[src/rtl/uart_tx_frame_if.sv]
// uart_tx_frame_if: byte valid/ready handshake into the UART transmitter FIFO
interface uart_tx_frame_if;
  logic [7:0] data_in;
  logic       data_valid;
  logic       data_ready;
  modport master (output data_in, output data_valid, input data_ready);
  modport slave (input data_in, input data_valid, output data_ready);
endinterface

[src/rtl/uart_tx_frame.sv]
// uart_tx_frame: FIFO-fed UART transmitter, 8N1 by default, 8E1 when UART_TX_PARITY_EN is defined
module uart_tx_frame #(
  parameter int FIFO_DEPTH = 4
) (
  input  logic clk,
  input  logic rst,
  input  logic tick,
  output logic s_count,
  output logic tx,
  output logic busy,
  uart_tx_frame_if.slave bus
);
  localparam int AW = $clog2(FIFO_DEPTH);
  localparam logic [AW:0] FULL = (AW+1)'(FIFO_DEPTH);
  localparam logic [2:0] IDLE = 3'd0, START = 3'd1, DATA = 3'd2, STOP = 3'd4;
`ifdef UART_TX_PARITY_EN
  localparam logic [2:0] PARITY = 3'd3, LAST = PARITY;
`else
  localparam logic [2:0] LAST = STOP;
`endif
  logic [7:0] mem [FIFO_DEPTH];
  logic [AW-1:0] rd_ptr, wr_ptr;
  logic [AW:0] count, count_n;
  logic [2:0] state, state_n, cnt, cnt_n;
  logic [7:0] shift, shift_n;
  logic push, pop, empty, tx_n;
`ifdef UART_TX_PARITY_EN
  logic par, par_n;
`endif
  assign empty = count == '0;
  assign bus.data_ready = count != FULL;
  assign push = bus.data_valid && bus.data_ready;
  assign count_n = count + (AW+1)'(push) - (AW+1)'(pop);
  // next-state logic; outputs are registered from the next state so tx lines up with it
  always_comb begin
    pop = !empty && (state == IDLE || (state == STOP && tick));
    state_n = state;
    shift_n = shift;
    cnt_n = cnt;
    case (state)
      IDLE: state_n = pop ? START : IDLE;
      START: state_n = tick ? DATA : START;
      DATA: if (tick) begin
        shift_n = {1'b0, shift[7:1]};
        cnt_n = cnt + 3'd1;
        state_n = (cnt == 3'd7) ? LAST : DATA;
      end
`ifdef UART_TX_PARITY_EN
      PARITY: state_n = tick ? STOP : PARITY;
`endif
      STOP: if (tick) state_n = pop ? START : IDLE;
      default: state_n = IDLE;
    endcase
    if (pop) begin
      shift_n = mem[rd_ptr];
      cnt_n = '0;
    end
`ifdef UART_TX_PARITY_EN
    par_n = pop ? ^mem[rd_ptr] : par;
    tx_n = state_n == START ? 1'b0 : state_n == DATA ? shift_n[0] : state_n == PARITY ? par_n : 1'b1;
`else
    tx_n = state_n == START ? 1'b0 : state_n == DATA ? shift_n[0] : 1'b1;
`endif
  end
  // FIFO storage needs no reset; occupancy and pointers define validity
  always_ff @(posedge clk) begin
    if (push) mem[wr_ptr] <= bus.data_in;
  end
  // state, FIFO bookkeeping and registered outputs
  always_ff @(posedge clk or posedge rst) begin
    if (rst) begin
      state <= IDLE;
      shift <= '0;
      cnt <= '0;
      count <= '0;
      rd_ptr <= '0;
      wr_ptr <= '0;
      tx <= 1'b1;
      s_count <= 1'b0;
      busy <= 1'b0;
`ifdef UART_TX_PARITY_EN
      par <= 1'b0;
`endif
    end else begin
      state <= state_n;
      shift <= shift_n;
      cnt <= cnt_n;
      count <= count_n;
      rd_ptr <= rd_ptr + AW'(pop);
      wr_ptr <= wr_ptr + AW'(push);
      tx <= tx_n;
      s_count <= state_n != IDLE;
      busy <= (state_n != IDLE) || (count_n != '0);
`ifdef UART_TX_PARITY_EN
      par <= par_n;
`endif
    end
  end
endmodule
[src/flat_wrapper.sv]
// flat-port wrapper written by rule: the top's interface ports become plain ports
module uart_tx_frame_flat 
#(
  parameter int FIFO_DEPTH = 4
)
  (clk, rst, tick, s_count, tx, busy, bus_data_in, bus_data_valid, bus_data_ready);
  uart_tx_frame_if bus_i ();
  input  logic clk;
  input  logic rst;
  input  logic tick;
  output logic s_count;
  output logic tx;
  output logic busy;
  input wire logic [$bits(bus_i.data_in)-1:0] bus_data_in;
  input wire logic [$bits(bus_i.data_valid)-1:0] bus_data_valid;
  output wire logic [$bits(bus_i.data_ready)-1:0] bus_data_ready;
  assign bus_i.data_in = bus_data_in;
  assign bus_i.data_valid = bus_data_valid;
  assign bus_data_ready = bus_i.data_ready;
  uart_tx_frame #(.FIFO_DEPTH(FIFO_DEPTH)) u_core (.clk(clk), .rst(rst), .tick(tick), .s_count(s_count), .tx(tx), .busy(busy), .bus(bus_i));
endmodule
[config.mk]
export PLATFORM = sky130hd
export DESIGN_NAME = uart_tx_frame_flat
export DESIGN_NICKNAME = d
export VERILOG_FILES = /design/src/rtl/uart_tx_frame_if.sv /design/src/rtl/uart_tx_frame.sv /design/src/flat_wrapper.sv
export SDC_FILE = /design/constraint.sdc
export NUM_CORES = 1
export LEC_CHECK = 0
export BUFFER_PORTS_ARGS = -buffer_cell sky130_fd_sc_hd__buf_2
export CAP_MARGIN = 20
export CORE_MARGIN = 2
export CORE_UTILIZATION = 47
export CTS_CLUSTER_DIAMETER = 30
export DETAILED_ROUTE_END_ITERATION = 16
export PLACE_DENSITY = 0.77
export SYNTH_ARGS = -nofsm -noshare
export SYNTH_HDL_FRONTEND = slang
export SYNTH_SLANG_ARGS = --single-unit
[constraint.sdc]
create_clock -name clk -period 7.03 [get_ports clk]
set_clock_uncertainty 0.15 [all_clocks]
set_input_delay 1.406 -clock clk [delete_from_list [all_inputs] [get_ports clk]]
set_output_delay 1.406 -clock clk [all_outputs]
set_load 0.01 [all_outputs]
# Yosys cells after proc, flatten, opt, wreduce, memory -nomap -nowiden
# Memories as Yosys holds them, arrays and structs flattened.
# Cells that the tools add are included.
[totals]
regBits = 24
ramBits = 32
in_bits = 12
output_inout_bits = 4
wordCells = 52
mem_count = 1
[memory_table]
columns = ["name", "depth", "word_bits", "read_ports", "rd_ports_with_merged_regs", "wr", "line", "text"]
rows = [
  ["u_core.mem", 4, 8, 1, 0, 1, "uart_tx_frame.sv:21", "logic [7:0] mem [FIFO_DEPTH];"],
]
[op_classes]
n_addsub = 5
n_eq_ne = 7
muxes = 16
reduce_logical = 13
[op_table]
columns = ["op", "n"]
rows = [
  ["two-way mux 8 bit", 3],
  ["two-way mux 3 bit", 6],
  ["one-hot mux 3 bit (4 select lines)", 1],
  ["== test 3 x 1 -> 1 bit (second input constant)", 2],
  ["== test 3 x 2 -> 1 bit (second input constant)", 2],
  ["== test 3 bit (second input constant)", 2],
  ["logical NOT 3 bit", 2],
  ["nonzero test 3 bit", 2],
  ["two-way mux 1 bit", 5],
  ["adder 2 x 1 -> 2 bit", 2],
  ["nonzero test 2 bit", 2],
  ["adder 3 x 1 -> 3 bit", 1],
  ["adder 3 x 1 -> 3 bit (second input constant)", 1],
  ["logical AND 1 bit", 3],
  ["inequality test 3 bit (second input constant)", 1],
  ["subtractor 3 x 1 -> 3 bit", 1],
  ["logical OR 1 bit", 2],
  ["two-way mux 2 bit", 1],
  ["AND reduction 2 bit", 1],
  ["logical NOT 1 bit", 1],
]

# Depth between registers and ports, before layout
# Gate-level depths: netlist of the first run.
[depth]
ltp_word = 10
ltp_mapped = 11
depth_no_buf = 9

# Least setup slack after synthesis of the first run
# OpenSTA, ideal clock, no wires.
[synth_path]
path_type = "in2reg"
from = "input port tick"
to = "register u_core.busy"
setup_time_ns = 0.139
arrival_time_ns = 3.524
required_ns = 6.741
setup_slack_ns = 3.218
stages = 10
n_path_buf = 1
cell_sequence = "nand2b_1 and3_1 buf_2 ha_1 inv_1 ha_1 fa_1 xor2_1 xnor2_1 or4_1"
[synth_between]
elab_cells_between_ends = 12
cone_classes = "1 x add/sub; 5 x mux; 6 x reduce/logical"
[synth_rtl]
columns = ["element", "line", "text"]
rows = [
  ["start, declared", "flat_wrapper.sv:10", "input logic tick;"],
  ["logical AND 1 bit", "uart_tx_frame.sv:36", "pop = !empty && (state == IDLE || (state == STOP && tick));"],
  ["logical OR 1 bit", "uart_tx_frame.sv:36", ""],
  ["logical AND 1 bit", "uart_tx_frame.sv:36", ""],
  ["subtractor 3 x 1 -> 3 bit", "uart_tx_frame.sv:33", "assign count_n = count + (AW+1)'(push) - (AW+1)'(pop);"],
  ["named net u_core.count_n[2]", "uart_tx_frame.sv:23", "logic [AW:0] count, count_n;"],
  ["nonzero test 3 bit", "uart_tx_frame.sv:93", "busy <= (state_n != IDLE) || (count_n != '0);"],
  ["logical OR 1 bit", "uart_tx_frame.sv:93", ""],
  ["end signal, assigned", "uart_tx_frame.sv:93", ""],
  ["end, declared", "uart_tx_frame.sv:10", "output logic busy,"],
]
# The timed path passes the listed nets, and every way through them passes these cells.
# A chain may end at the register's enable or synchronous reset.

# Worst setup path after layout of the first run
# Ends and elaborated chain as after synthesis.

==> metrics.yaml, run 1 <==
insertion_delay_ns: 0.31
synth_top_cell_area_share_pct: 41.88
rsz0062_at_grt: "false"
status: "finished, final reports clean"
setup_total_negative_slack_ns: 0
synth_area_leader_cell: "edfxtp_1"
track_usage_pct: 15.66
min_from: "u_core.shift[0]"
r2r_end: "u_core.busy"
fp.dieW_um: 73.88
end_kind: "register"
drive_above_1_share_pct: 23.81
synth-seq-cells: 56
initial_utilization_pct: 48.58
setup_viol_count_final: 0
stdcell_area_um2: 2535
synth_compound_area_share_pct: 6.325
dp_hpwl_um: 2549
p_leak_nw: 1.015
slew_viol_final: 0
grt_pass1_wl_um: 6230
synth_ff_type: "edfxtp_1"
r2r_cells: 9
period_needed_ns: 3.763
finalHoldViolCount: 0
antenna_found_initial: 0
grt_pass1_vias: 1260
cp_max_fo: 11
syn_avg_cell_area_um2: 15.50
clkSinkCount: 56
cts_buffers: 5
clk_pin_slew_worst_paths_ns: 0.10
fmax_ghz: 0.2657
synthXorXnorAreaFrac_pct: 1.908
startpoint_type: "input pin"
postCtsResizedCells: 0
ys.warnings.count: 0
seq_area_frac_synth_pct: 68.10
grt-ovfl-total: 0
fin_util_pct: 53.67
ir_worst_vdd_mv: 0.1770
synthAdderAreaFrac_pct: 4.144
crit_type: "in2reg"
postPlaceCellArea_um2: 2437
tightest_slew_ns: 0.8740
drc_errors: 0
ctsHoldBuffers: 0
core_um2: 4723
vias: 1226
ios: 16
synth_top_family_by_area: "simple AND/OR/NAND/NOR gates"
layout.cells.non_filler: 235
relSlewSlack_pct: 41.67
grt_start_max_net_pins: 25
min_path_cells: 2
async_flop_share_pct: 42.86
cap_violations: 0
drtAntennaViolNets: 0
dr.pass1.iters: 4
synthMuxAreaShare_pct: 8.342
antennaDiodeCount: 0
yosysUniqueCellTypes: 34
dieArea_um2: 5458
r2r_start: "u_core.count[2]"
die_h_um: 73.88
gp_congestion: 0.7958
worstPathRequired_ns: 7.07
arrival_ns: 3.80
synth_edf_count: 32
wl_um: 3584
postCtsSetupBuffers: 0
yosys.area_share.simple_pct: 8.942
synth_cells: 148
portBuffers: 15
holdPathEnd: "u_core.shift[0]"
p_total_mw: 1.052
netlist_area_um2: 2295
cts_max_path_buffers: 2
rows: 25
htree_levels: 2
rrSetupSlack_ns: 3.93
fin_nets: 186
syn_to_final_growth_pct: 10.47
regArea_um2: 1563
wl_per_cell_um: 15.25
synth.net_count: 167
vias_per_cell: 5.217
min_period_over_period_pct: 53.53
ys_top_cells_by_area: "edfxtp_1 42%, dfrtp_1 25%, mux4_2 7.9%"
placed_cells: 227
clockRootBuffer: "clkbuf_8"
multiInputGateArea_um2: 680.7
tritoncts: "done"
hold_class: "reg2reg"
fillers: 383
power_density_nw_per_um2: 414.9
initialDrtViolationCount: 113
cells in the mapped netlist (2+ instances only):
| cell type | number |
|---|---|
| ha_1 | 6 |
| and3_1 | 2 |
| a21oi_1 | 2 |
| nand2_1 | 21 |
| dfrtp_1 | 23 |
| o21ai_2 | 2 |
| nor2_1 | 8 |
| nor3_1 | 2 |
| xnor2_1 | 2 |
| nand2b_1 | 2 |
| clkbuf_1 | 2 |
| a22o_1 | 2 |
| a22oi_1 | 7 |
| inv_1 | 6 |
| edfxtp_1 | 32 |
| xor2_1 | 3 |
| o21ai_0 | 2 |
| mux4_2 | 8 |
how the worst max path moves through the flow:
stage,cells past startpoint,slack (ns),start,to
final,10,3.27,tick,u_core.busy
after global routing,10,3.12,tick,u_core.busy
after CTS,10,3.27,tick,u_core.busy
after detailed placement,10,2.93,tick,u_core.busy
after global placement,10,3.03,tick,u_core.busy
after floorplan,10,3.22,tick,u_core.busy
worst max-delay path: stages:
cell	delay, ns
buf_2	0.13
nand2b_1	0.24
and3_1	0.34
ha_1	0.32
inv_1	0.04
ha_1	0.19
fa_1	0.37
xor2_1	0.16
xnor2_1	0.14
or4_1	0.46
layer usage:
| metal | wire [um] | part of all wire [%] | track usage, % |
|---|---|---|---|
| met3 | 152 | 4.2 | 4.252 |
| met5 | 0 | 0 | 0 |
| met4 | 61 | 1.7 | 5.455 |
| met2 | 1866 | 52 | 26.19 |
| met1 | 1504 | 42 | 19.65 |
sequential cells by signal (all words and copies together) (netlist names):
register / count
u_core.wr_ptr: 2
u_core.rd_ptr: 2
u_core.state: 3
u_core.busy: 1
u_core.tx: 1
u_core.shift: 8
u_core.count: 3
u_core.mem: 32
u_core.s_count: 1
u_core.cnt: 3
placed cells by master (no fill, tap or decap), types with 2 or more instances in the layout:
master and instances:
nor2_1 8, a21oi_1 2, a22o_1 2, nand2_1 21
edfxtp_1 32, and3_1 2, nand2b_1 2, o21ai_0 2
dfrtp_1 23, ha_1 6, a22oi_1 7, o21ai_2 2
buf_2 16, clkbuf_8 5, inv_1 6, inv_6 2
xor2_1 3, xnor2_1 2, mux4_2 8, nor3_1 2
where the power goes:
part,switching [mW],total (mW),internal (mW),leakage [nW]
clock network,0.109,0.184,0.0753,0.0511
logic,0.172,0.336,0.164,0.381
registers,0.0770,0.532,0.455,0.583
total,0.357,1.05,0.694,1.01
through the flow:
step / hold WS [ns] / setup slack (ns)
finish: 0.3330 / 3.267
detailed placement: 0.3143 / 2.934
floorplan: 0.2827 / 3.218
CTS: 0.3389 / 3.266
global route: 0.3582 / 3.124
global placement: 0.3046 / 3.033
cell families (layout without fill, tap and decap cells):
kind of cell             Yosys count  count (layout)
buffers and inverters             11              31
adder cells (fa/ha/maj)            7               7
flip-flops                        56              56
AND/OR/NAND/NOR                   42              42
AO/OA/AOI/OAI                     18              18
XOR/XNOR                           5               5
multiplexers                       9               9
area by class of cell:
cell class,count,area share [%]
inverter,6,0.8885
timing repair buffer,17,3.455
clock buffer,5,2.715
tap,67,3.307
multi-input combinational,81,26.85
sequential,56,61.65
clock inverter,3,1.135
Power figures use the tool's default switching activity.
==> run 2: changes to the inputs <==
--- a/config.mk
+++ b/config.mk
@@ -5,13 +5,14 @@
 export SDC_FILE = /design/constraint.sdc
 export NUM_CORES = 1
 export LEC_CHECK = 0
+export ABC_AREA = 1
 export BUFFER_PORTS_ARGS = -buffer_cell sky130_fd_sc_hd__buf_2
 export CAP_MARGIN = 20
 export CORE_MARGIN = 2
 export CORE_UTILIZATION = 47
 export CTS_CLUSTER_DIAMETER = 30
 export DETAILED_ROUTE_END_ITERATION = 16
-export PLACE_DENSITY = 0.77
+export PLACE_DENSITY = 0.76
 export SYNTH_ARGS = -nofsm -noshare
 export SYNTH_HDL_FRONTEND = slang
 export SYNTH_SLANG_ARGS = --single-unit
==> constraint.sdc (replaced) <==
create_clock -name clk -period 3.6 [get_ports clk]
set_clock_uncertainty 0.15 [all_clocks]
set_input_delay 0.72 -clock clk [delete_from_list [all_inputs] [get_ports clk]]
set_output_delay 0.72 -clock clk [all_outputs]
set_load 0.01 [all_outputs]
==> run 2 against run 1 <==
Final area rose by 5.1%. Sequential cell count did not move. Wire length up 3.1%. Largest cell class unchanged.
==> metrics.yaml, run 2 <==
fillers: 434  # +13%
layout.cells.non_filler: 315  # +34%
syn_to_final_growth_pct: 11.58
synth-seq-cells: 56  # unchanged
tritoncts: "done"
setup_viol_count_final: 0  # unchanged
whs_ns: 0.3352  # +0.002259 ns
crit_chain: "buf_2 > inv_2 > nand2_2 > nand2_2 > nor2_8 > ha_1 > inv_1 > ha_1 > fa_1 > or2_2 > nor2_1 > nand3_1"
regMostFlops: "u_core.mem"
cp_max_fo: 11  # unchanged
htree_levels: 2  # unchanged
synth.most_common_cell: "nand2_1"
initialDrtViolationCount: 103  # -8.8%
stdcell_area_um2: 2665  # +5.1%
path_delay_family: "adder cells"
rsz0062_at_grt: "false"
portBuffers: 15  # unchanged
drc_errors: 0  # unchanged
ys_top_cells_by_area: "edfxtp_1 40%, dfrtp_1 24%, nand2_1 11%"
clk_pin_slew_worst_paths_ns: 0.10  # about the same
min_from: "u_core.cnt[0]"
vias_per_cell: 4.717  # -9.6%
power_density_nw_per_um2: 834.0  # +100%
ys_top_cells_by_count: "68 x nand2_1, 32 x edfxtp_1, 31 x nand3_1"
status: "finished, final reports clean"
insertion_delay_ns: 0.31  # about the same
rows: 25  # unchanged
synth_edf_count: 32  # unchanged
vias: 1486  # +21%
cap_violations: 0  # unchanged
place_ws_ns: 0.6330  # -2.301 ns
core_um2: 4817  # +2.0%
drtAntennaViolNets: 0  # unchanged
ios: 16  # unchanged
wl_um: 3695  # +3.1%
wl_per_cell_um: 11.73  # -23%
netlist_area_um2: 2389  # +4.1%
dieArea_um2: 5669  # +3.9%
cp_slowest_cell: "fa_1"
ir_worst_vdd_mv: 0.3887  # +120%
end_kind: "register"
initial_utilization_pct: 49.58  # +1.0 points
synth_ff_type: "edfxtp_1"
synth_cells: 226  # +53%
seq_area_frac_synth_pct: 65.43  # -2.7 points
synth_area_leader_cell: "edfxtp_1"
synth_top_cell_area_share_pct: 40.23  # -1.6 points
cp-startpoint: "tick"
ctsHoldBuffers: 0  # unchanged
clockRootBuffer: "clkbuf_8"
grt_pass1_wl_um: 6444  # +3.4%
min_period_over_period_pct: 72.96
startpoint_type: "input pin"
top_regs: "u_core.mem (32), u_core.shift (8)"
cts_buffers: 5  # unchanged
fmax_ghz: 0.3807
cts_max_path_buffers: 2  # unchanged
antennaDiodeCount: 0  # unchanged
die_h_um: 75.29  # +1.9%
period_needed_ns: 2.626
gp_congestion: 0.7879  # -0.99%
r2r_start: "u_core.state[1]"
tightest_slew_ns: 0.8661  # -0.007905 ns
critPathMaxStageDelay_ns: 0.43  # -0.03 ns
p_leak_nw: 1.203  # +19%
postCtsResizedCells: 0  # unchanged
ys.warnings.count: 0  # unchanged
track_usage_pct: 15.55  # -0.11 points
syn_avg_cell_area_um2: 10.57  # -32%
final_cell_mix: "68 x nand2_1, 32 x edfxtp_1, 31 x nand3_1"
dr.pass1.iters: 4  # unchanged
async_flop_share_pct: 42.86  # unchanged
layout_commonest_cell: "nand2_1"
largest_register_ffs: 32  # unchanged
placed_cells: 307  # +35%
dp_hpwl_um: 2590  # +1.6%
fin_nets: 266  # +43%
postCtsSetupBuffers: 0  # unchanged
worstPathRequired_ns: 3.65  # -3.42 ns
synth.net_count: 245  # +47%
fp.dieW_um: 75.29  # +1.9%
antenna_found_initial: 0  # unchanged
relSlewSlack_pct: 42.20  # +0.53 points
grt_start_max_net_pins: 25  # unchanged
hold_class: "reg2reg"
grt-ovfl-total: 0  # unchanged
drive_above_1_share_pct: 17.74  # -6.1 points
setup_total_negative_slack_ns: 0  # unchanged
setup_ws_ns: 0.9736  # -2.293 ns
arrival_ns: 2.67  # -1.13 ns
finalHoldViolCount: 0  # unchanged
critPathBufInv: 3  # +1
postPlaceCellArea_um2: 2550  # +4.6%
crit_type: "in2reg"
slew_viol_final: 0  # unchanged
clkSinkCount: 56  # unchanged
grt_pass1_vias: 1398  # +11%
yosysUniqueCellTypes: 23  # -32%
## run 2: changes by cell type in the layout (fill, tap and decap cells not counted), sizes merged, moves of 3 or more
| cell | previous run | this run |
|---|---|---|
| nand3 | 0 | 31 |
| nor2 | 8 | 14 |
| inv | 9 | 26 |
| a22oi | 7 | 0 |
| nor3 | 2 | 5 |
| mux4 | 8 | 0 |
| nand2 | 21 | 72 |
## run 2: worst paths after layout
kind	to	slack (ns)	depth (start not counted)
worst min register to register	u_core.cnt[0]	0.34	1
min in group asynchronous	u_core.state[1]	0.43	2
worst min-delay path	u_core.cnt[0]	0.34	1
worst max register to register	u_core.busy	1.00	10
worst max-delay path	u_core.busy	0.97	12
max in group asynchronous	u_core.shift[2]	2.34	2
## run 2: kinds of logic (layout without fill, tap and decap cells)
logic type / Yosys count / after routing / synth area share, %
AOI/OAI and AO/OA: 6 / 6 / 1.414
DFF: 56 / 56 / 65.43
xor gates and xnor gates: 2 / 2 / 0.7335
buffers and inverters: 30 / 52 / 5.081
and+or+nand+nor: 125 / 125 / 23.36
adders and majority gates: 7 / 7 / 3.981
## run 2: worst reg2reg max path, stage by stage (launching register included)
cell	delay (ns)
dfrtp_1	0.44
nor2_1	0.19
nand2_2	0.12
nor2_8	0.22
ha_1	0.26
inv_1	0.05
ha_1	0.17
fa_1	0.43
or2_2	0.30
nor2_1	0.10
nand3_1	0.07
## run 2: final cells by class
class,instances,area [um2],share of cell area [%]
Clock buffer,5,68.82,2.582
Tap cell,67,83.83,3.146
Inverter,25,93.84,3.521
Multi-Input combinational cell,140,704.4,26.43
Clock inverter,3,46.29,1.737
Timing Repair Buffer,19,105.1,3.944
Sequential cell,56,1563,58.64
## run 2: report_power, final
group	leakage (nW)	switching, mW	internal, mW
Combinational	0.560	0.488	0.294
Sequential	0.583	0.136	0.893
Clock	0.0600	0.201	0.211
## run 2: through the flow
step / power, mW / utilization, %
after floorplan: 1.633 / -
after global placement: 1.801 / 52.94
after detailed placement: 1.841 / 52.94
after CTS: 2.249 / 55.32
after global routing: 2.423 / 55.32
final: 2.223 / 55.32
## run 2: metal layers
layer	up-vias	track usage (%)	wire length [um]
li1	773	-	-
met4	0	5.848	62
met1	684	21.00	1780
met2	22	25.12	1748
met5	-	0	0
met3	7	3.175	103
